[config.mk]
export PLATFORM = sky130hd
export DESIGN_NAME = ahb_arbiter
export DESIGN_NICKNAME = d
export VERILOG_FILES = /design/src/rtl/ahb_arbiter.sv
export SDC_FILE = /design/constraint.sdc
export NUM_CORES = 1
export LEC_CHECK = 0
export CAP_MARGIN = 20
export CORE_MARGIN = 5
export CORE_UTILIZATION = 40
export DETAILED_ROUTE_END_ITERATION = 12
export GPL_ROUTABILITY_DRIVEN = 0
export GPL_TIMING_DRIVEN = 0
export PLACE_DENSITY = 0.78
export SYNTH_ARGS = -nofsm -noshare
export SYNTH_HDL_FRONTEND = slang
export SYNTH_SLANG_ARGS = --single-unit
[constraint.sdc]
create_clock -name bus_clk_in -period 2.61 [get_ports bus_clk_in]
set_clock_uncertainty 0.15 [all_clocks]
set_input_delay 0.3915 -clock bus_clk_in [delete_from_list [all_inputs] [get_ports bus_clk_in]]
set_output_delay 0.3915 -clock bus_clk_in [all_outputs]
set_load 0.02 [all_outputs]
[src/rtl/ahb_arbiter.sv]
// ahb_arbiter: AHB bus arbiter for up to four masters sharing one AHB-Lite
// slave fabric. It drives a one-hot HGRANTx, HMASTER (address-phase owner),
// the data-phase owner index and HMASTLOCK. The grant is held across
// fixed-length bursts and locked sequences. Master 0 is the default master.
//
// Build option: define AHB_ARB_FIXED_PRIO_EN for fixed priority (lowest
// requesting index wins, no round-robin pointer). Left undefined, the
// arbiter is round-robin.
//
// Handshake: bus_ready_in is HREADY. Every register, including the FSM,
// burst counter, pointer and output pipeline, advances only on a
// bus_clk_in rising edge where bus_ready_in=1. With bus_ready_in=0 all
// state and outputs hold. There is no other flow control.
//
// arb_state_out exposes the FSM state for observation:
// 0 = ARB, 1 = BURST, 2 = LOCKED.

module ahb_arbiter #(
    parameter  int MASTERS = 4,
    localparam int MW      = (MASTERS > 1) ? $clog2(MASTERS) : 1
) (
    input  logic               bus_clk_in,
    input  logic               bus_rstn_in,
    input  logic [MASTERS-1:0] master_busreq_in,
    input  logic [MASTERS-1:0] master_lock_in,
    input  logic [1:0]         bus_trans_in,
    input  logic [2:0]         bus_burst_in,
    input  logic               bus_ready_in,
    output logic [MASTERS-1:0] master_grant_out,
    output logic [MW-1:0]      master_sel_out,
    output logic [MW-1:0]      master_data_sel_out,
    output logic               master_lock_out,
    output logic [1:0]         arb_state_out
);

    typedef enum logic [1:0] {
        ST_ARB    = 2'd0,
        ST_BURST  = 2'd1,
        ST_LOCKED = 2'd2
    } state_t;

    localparam logic [1:0] TR_IDLE   = 2'd0;
    localparam logic [1:0] TR_BUSY   = 2'd1;
    localparam logic [1:0] TR_NONSEQ = 2'd2;
    localparam logic [1:0] TR_SEQ    = 2'd3;

    state_t             r_state;
    logic [MASTERS-1:0] r_grant;
    logic [MW-1:0]      r_sel;
    logic [MW-1:0]      r_data_sel;
    logic               r_lock;
    logic [3:0]         r_cnt;
`ifndef AHB_ARB_FIXED_PRIO_EN
    logic [MW-1:0]      r_rr;
    logic [MW-1:0]      w_next_rr;
`endif

    logic [MW-1:0]      w_owner;
    logic               w_owner_lock;
    logic               w_req_valid;
    logic [MW-1:0]      w_req_idx;
    logic               w_win_valid;
    logic [MW-1:0]      w_win_idx;
    logic [MASTERS-1:0] w_win_grant;
    logic               w_burst_start;
    logic [3:0]         w_beats_m1;
    logic               w_do_arb;

    // Encode the one-hot grant into the current address owner index.
    always_comb begin
        w_owner = '0;
        for (int i = 0; i < MASTERS; i++) begin
            if (r_grant[i]) begin
                w_owner = MW'(i);
            end
        end
    end

    assign w_owner_lock = master_lock_in[w_owner];

    // Pick the requesting master that would win a fresh arbitration.
`ifdef AHB_ARB_FIXED_PRIO_EN
    always_comb begin
        w_req_valid = 1'b0;
        w_req_idx   = '0;
        for (int i = MASTERS - 1; i >= 0; i--) begin
            if (master_busreq_in[i]) begin
                w_req_valid = 1'b1;
                w_req_idx   = MW'(i);
            end
        end
    end
`else
    always_comb begin
        int j;
        w_req_valid = 1'b0;
        w_req_idx   = '0;
        j           = 0;
        for (int k = 0; k < MASTERS; k++) begin
            j = int'(r_rr) + k;
            if (j >= MASTERS) begin
                j = j - MASTERS;
            end
            if (!w_req_valid && master_busreq_in[MW'(j)]) begin
                w_req_valid = 1'b1;
                w_req_idx   = MW'(j);
            end
        end
    end
`endif

    // A locked owner keeps the bus unconditionally; otherwise the requester
    // search decides, and with nobody requesting the default master 0 wins.
    always_comb begin
        logic [MW-1:0] idx_eff;
        w_win_valid = w_owner_lock | w_req_valid;
        w_win_idx   = w_owner_lock ? w_owner : w_req_idx;
        idx_eff     = w_win_valid ? w_win_idx : '0;
        w_win_grant = '0;
        for (int i = 0; i < MASTERS; i++) begin
            w_win_grant[i] = (idx_eff == MW'(i));
        end
    end

`ifndef AHB_ARB_FIXED_PRIO_EN
    assign w_next_rr = (w_win_idx == MW'(MASTERS - 1)) ? '0 : (w_win_idx + MW'(1));
`endif

    // Decode the remaining beat count for a fixed-length burst start.
    always_comb begin
        case (bus_burst_in)
            3'd2, 3'd3: w_beats_m1 = 4'd3;
            3'd4, 3'd5: w_beats_m1 = 4'd7;
            3'd6, 3'd7: w_beats_m1 = 4'd15;
            default:    w_beats_m1 = 4'd0;
        endcase
    end

    assign w_burst_start = (bus_trans_in == TR_NONSEQ) && (bus_burst_in >= 3'd2);

    // Decide whether this ready edge re-arbitrates or holds the grant.
    always_comb begin
        w_do_arb = 1'b0;
        case (r_state)
            ST_ARB:    w_do_arb = w_owner_lock || !w_burst_start;
            ST_BURST:  w_do_arb = ((bus_trans_in == TR_SEQ) && (r_cnt == 4'd1))
                                  || (bus_trans_in == TR_IDLE)
                                  || (bus_trans_in == TR_NONSEQ);
            ST_LOCKED: w_do_arb = !w_owner_lock;
            default:   w_do_arb = 1'b1;
        endcase
    end

    // Arbiter FSM with registered grant, owner pipeline and lock output.
    always_ff @(posedge bus_clk_in or negedge bus_rstn_in) begin
        if (!bus_rstn_in) begin
            r_state    <= ST_ARB;
            r_grant    <= MASTERS'(1);
            r_sel      <= '0;
            r_data_sel <= '0;
            r_lock     <= 1'b0;
            r_cnt      <= 4'd0;
`ifndef AHB_ARB_FIXED_PRIO_EN
            r_rr       <= '0;
`endif
        end else if (bus_ready_in) begin
            r_sel      <= w_owner;
            r_data_sel <= r_sel;
            r_lock     <= w_owner_lock;

            if (w_do_arb) begin
                r_grant <= w_win_grant;
`ifndef AHB_ARB_FIXED_PRIO_EN
                if (w_win_valid) begin
                    r_rr <= w_next_rr;
                end
`endif
            end

            case (r_state)
                ST_ARB: begin
                    if (w_owner_lock) begin
                        r_state <= ST_LOCKED;
                    end else if (w_burst_start) begin
                        r_cnt   <= w_beats_m1;
                        r_state <= ST_BURST;
                    end
                end
                ST_BURST: begin
                    if (bus_trans_in == TR_SEQ) begin
                        if (r_cnt == 4'd1) begin
                            r_cnt   <= 4'd0;
                            r_state <= ST_ARB;
                        end else begin
                            r_cnt <= r_cnt - 4'd1;
                        end
                    end else if (bus_trans_in != TR_BUSY) begin
                        r_cnt   <= 4'd0;
                        r_state <= ST_ARB;
                    end
                end
                ST_LOCKED: begin
                    if (!w_owner_lock) begin
                        r_state <= ST_ARB;
                    end
                end
                default: begin
                    r_cnt   <= 4'd0;
                    r_state <= ST_ARB;
                end
            endcase
        end
    end

    assign master_grant_out    = r_grant;
    assign master_sel_out      = r_sel;
    assign master_data_sel_out = r_data_sel;
    assign master_lock_out     = r_lock;
    assign arb_state_out       = r_state;

endmodule

==> impl_metrics.toml <==
[run_status]
status = "finished, final reports clean"

[hold_path]
hold_end = "master_grant_out[0]"
hp-start = "master_grant_out[0]"
hold_class = "register to register"
whs_path_depth = 2

[clocking]
cts_max_level = 1
clk_pin_slew_ns = 0.11
cts_made_buffers = 3
root_buffer = "clkbuf_4"
max-clock-path-buffers = 2
cts.sinks = 17
cts_tree = "built"
clkLatencyLatePin_ns = 0.30
ctsHoldBuffers = 0

[power_and_ir_drop]
power_frac_clock_pct = 9.7
swShare_pct = 42.09
leakage_nw = 0.5867
p_per_area_mw_per_mm2 = 1066
p_seq_share_pct = 32.5
internal-power_uw = 862.5
p_comb_share_pct = 57.8
p_total_mw = 1.489
peakVddDrop_mv = 0.5332
p_sw_uw = 626.9

[global_routing]
grt_max_degree = 18
grt-ovfl-total = 0
grt_first_pass_wirelength_um = 3953
grt_use_total_pct = 13.85
antenna_found_initial = 0
first_global_vias = 923

[drt]
wl_per_cell_um = 14.46
avgViaCountPerCell = 5.630
drtPass1Iterations = 4
drc = 0
ant_nets = 0
drt_iter0_drc = 43
wirelength_um = 2502
route.vias.total = 974

[worst_setup_path]
cp_max_fo = 9
critPathKind = "input port to register"
cp-start-kind = "input port"
rr_startpoint = "master_grant_out[1]"
r2r_end = "r_rr[1]"
critPathCaptureType = "register"
rr_worst_depth = 7
required_ns = 2.65
critPathArrivalTime_ns = 2.46
rrSetupSlack_ns = 0.20

[timing]
post-route-period-util_pct = 92.56
setup_viol_count_final = 0
worst-slew-pin-transition_ns = 0.7775
rsz0062_at_grt = "false"
fmax_ghz = 0.4139
finalHoldWorstSlack_ns = 0.3181
slew_headroom_pct = 48.00
finalCriticalPeriod_ns = 2.416
finalMaxSlewViolations = 0
hold_viol_final = 0
fin_tns_setup_ns = 0

[floorplan]
row_count = 18
dieHeight_um = 61.47
dieWidth_um = 61.47
core_mm2 = 0.002500
ios = 27
dieArea_mm2 = 0.003779
start_util_pct = 42.39

[place]
dp_cells = 166
dp_hpwl_um = 1906
port_buffers = 25

[logic_synthesis]
synth_simple_gate_area_share_pct = 14.76
synth-compound-area-share_pct = 28.45
syn_inst = 111
synth_area_mm2 = 0.001060
muxShareOfSynthArea_pct = 8.737
synth_top_family_by_area = "compound AO/OA/AOI/OAI gates"
seq_area_frac_synth_pct = 40.26
synthAdderAreaFrac_pct = 2.361
ys_warn_count = 0
synth-xor-area-share_pct = 0.8264
synth_cell_type_count = 39
syn-num-nets = 129
synth-seq-cells = 17
syn_area_per_cell_um2 = 9.547

[layout]
nNetsFinal = 162
syn2layout_area_growth_pct = 31.88
n_antenna_cell = 0
final_util_pct = 55.91
final_cells = 173
layout-drive-gt1-share_pct = 11.89
fillers = 233

[job]
max_cap_viol_count = 0
==> synth_stat cells <==
cell type	n	area (µm²)
nand2_1	6	22.52
and3b_1	1	8.760
inv_1	7	26.28
a221oi_1	1	8.760
nor2_1	11	41.29
o21ai_0	10	50.05
clkbuf_1	3	11.26
a31oi_1	1	6.260
a2bb2o_1	1	10.01
mux2_4	1	15.01
a41oi_1	1	8.760
o21ba_1	1	10.01
a221oi_4	1	26.28
or3_1	1	6.260
mux2i_1	1	10.01
buf_6	1	11.26
and3_1	1	6.260
dfstp_2	1	26.28
mux2_2	5	56.30
xor2_1	1	8.760
nor3_1	2	10.01
o211ai_1	2	15.01
mux2_1	1	11.26
nor2b_1	3	18.77
nor4_1	1	6.260
o21ai_1	1	5.000
a21oi_1	11	55.05
a221o_1	2	20.02
a22o_1	2	17.52
nand2b_1	2	12.51
o21bai_1	1	7.510
nand4b_1	1	8.760
o31ai_1	2	15.01
nor3b_1	2	15.01
ha_1	2	25.02
a32o_1	1	10.01
dfrtp_1	16	400.4
a31oi_4	1	21.27
a21o_1	2	15.01
==> cells by family after synthesis <==
| group | Yosys count |
|---|---|
| adder cells (fa/ha/maj) | 2 |
| multiplexers | 8 |
| buffers and inverters | 11 |
| XOR/XNOR | 1 |
| flip-flops | 17 |
| AND/OR/NAND/NOR | 31 |
| AO/OA/AOI/OAI | 41 |
==> placed cells by master, fill, tap and decap left out, types with 2 or more instances in the layout <==
cell type | netlist | final
a21o_1 | 2 | 2
a21oi_1 | 11 | 11
a221o_1 | 2 | 2
a22o_1 | 2 | 2
buf_4 | 0 | 3
clkbuf_1 | 3 | 3
clkbuf_4 | 0 | 3
clkdlybuf4s50_1 | 0 | 25
dfrtp_1 | 16 | 16
ha_1 | 2 | 2
inv_1 | 7 | 7
mux2_2 | 5 | 5
nand2_1 | 6 | 6
nand2b_1 | 2 | 2
nor2_1 | 11 | 11
nor2b_1 | 3 | 3
nor3_1 | 2 | 2
nor3b_1 | 2 | 2
o211ai_1 | 2 | 2
o21ai_0 | 10 | 10
o31ai_1 | 2 | 2
==> power by group through the flow <==
stage	sequential, mW	clock [mW]	combinational, mW
detailed placement	0.490	0	0.818
global route	0.504	0.154	0.939
global placement	0.483	0	0.787
finish	0.484	0.145	0.860
floorplan	0.558	0	0.465
CTS	0.484	0.146	0.822
==> final cells by class <==
| cell class | count | area (µm²) | area share, % |
|---|---|---|---|
| Multi-Input combinational cell | 83 | 584.3 | 41.81 |
| Sequential cell | 17 | 426.7 | 30.53 |
| Timing Repair Buffer | 28 | 272.8 | 19.52 |
| Tap cell | 30 | 37.54 | 2.686 |
| Inverter | 7 | 26.28 | 1.880 |
| Clock buffer | 3 | 22.52 | 1.611 |
| Buffer | 4 | 22.52 | 1.611 |
| Clock inverter | 1 | 5.005 | 0.3581 |
==> worst max path at each step <==
stage | startpoint | end | slack, ns | cells after the start
CTS | master_lock_in[1] | r_rr[1] | 0.03 | 8
finish | master_lock_in[1] | r_rr[1] | 0.19 | 8
global route | r_rr[1] | r_rr[1] | 0.06 | 6
global placement | master_lock_in[0] | r_rr[1] | -0.24 | 8
detailed placement | master_lock_in[1] | r_rr[1] | -0.28 | 8
floorplan | master_grant_out[1] | r_rr[1] | 0.14 | 7
==> what timing repair did <==
action | in CTS | in global routing
setup buffers | 0 | 3
resized for setup | 0 | 0
endpoints found under the setup margin | 0 | 1
hold endpoints to repair | 0 | 0
==> critical path, stage by stage <==
cell and delay, ns:
clkdlybuf4s50_1 0.42, mux2_4 0.29, a221oi_4 0.31, nor2_1 0.09, a221o_1 0.33, buf_6 0.15, a31oi_4 0.16, mux2_1 0.33
==> metal layers <==
metal | wire length (µm) | track usage, % | vias up
met2 | 1226 | 24.17 | 33
met1 | 1076 | 15.94 | 459
met3 | 162 | 3.774 | 8
met5 | 0 | 0 | -
li1 | - | - | 474
met4 | 36 | 5.758 | 0
==> registers in the layout, summed over array words and instances (netlist names) <==
name and cells:
master_sel_out 2, master_lock_out 1, master_data_sel_out 2, arb_state_out 2, r_rr 2, r_cnt 4, master_grant_out 4
==> stage by stage <==
stage | worst slack (ns) | area (µm²)
2_1_floorplan | 0.1383 | 1060
4_1_cts | 0.03350 | 1375
3_3_place_gp | -0.2356 | 1348
3_5_place_dp | -0.2785 | 1348
6_report | 0.1941 | 1398
5_1_grt | 0.06103 | 1398
Note: power is estimated with default switching activity, not from simulation.
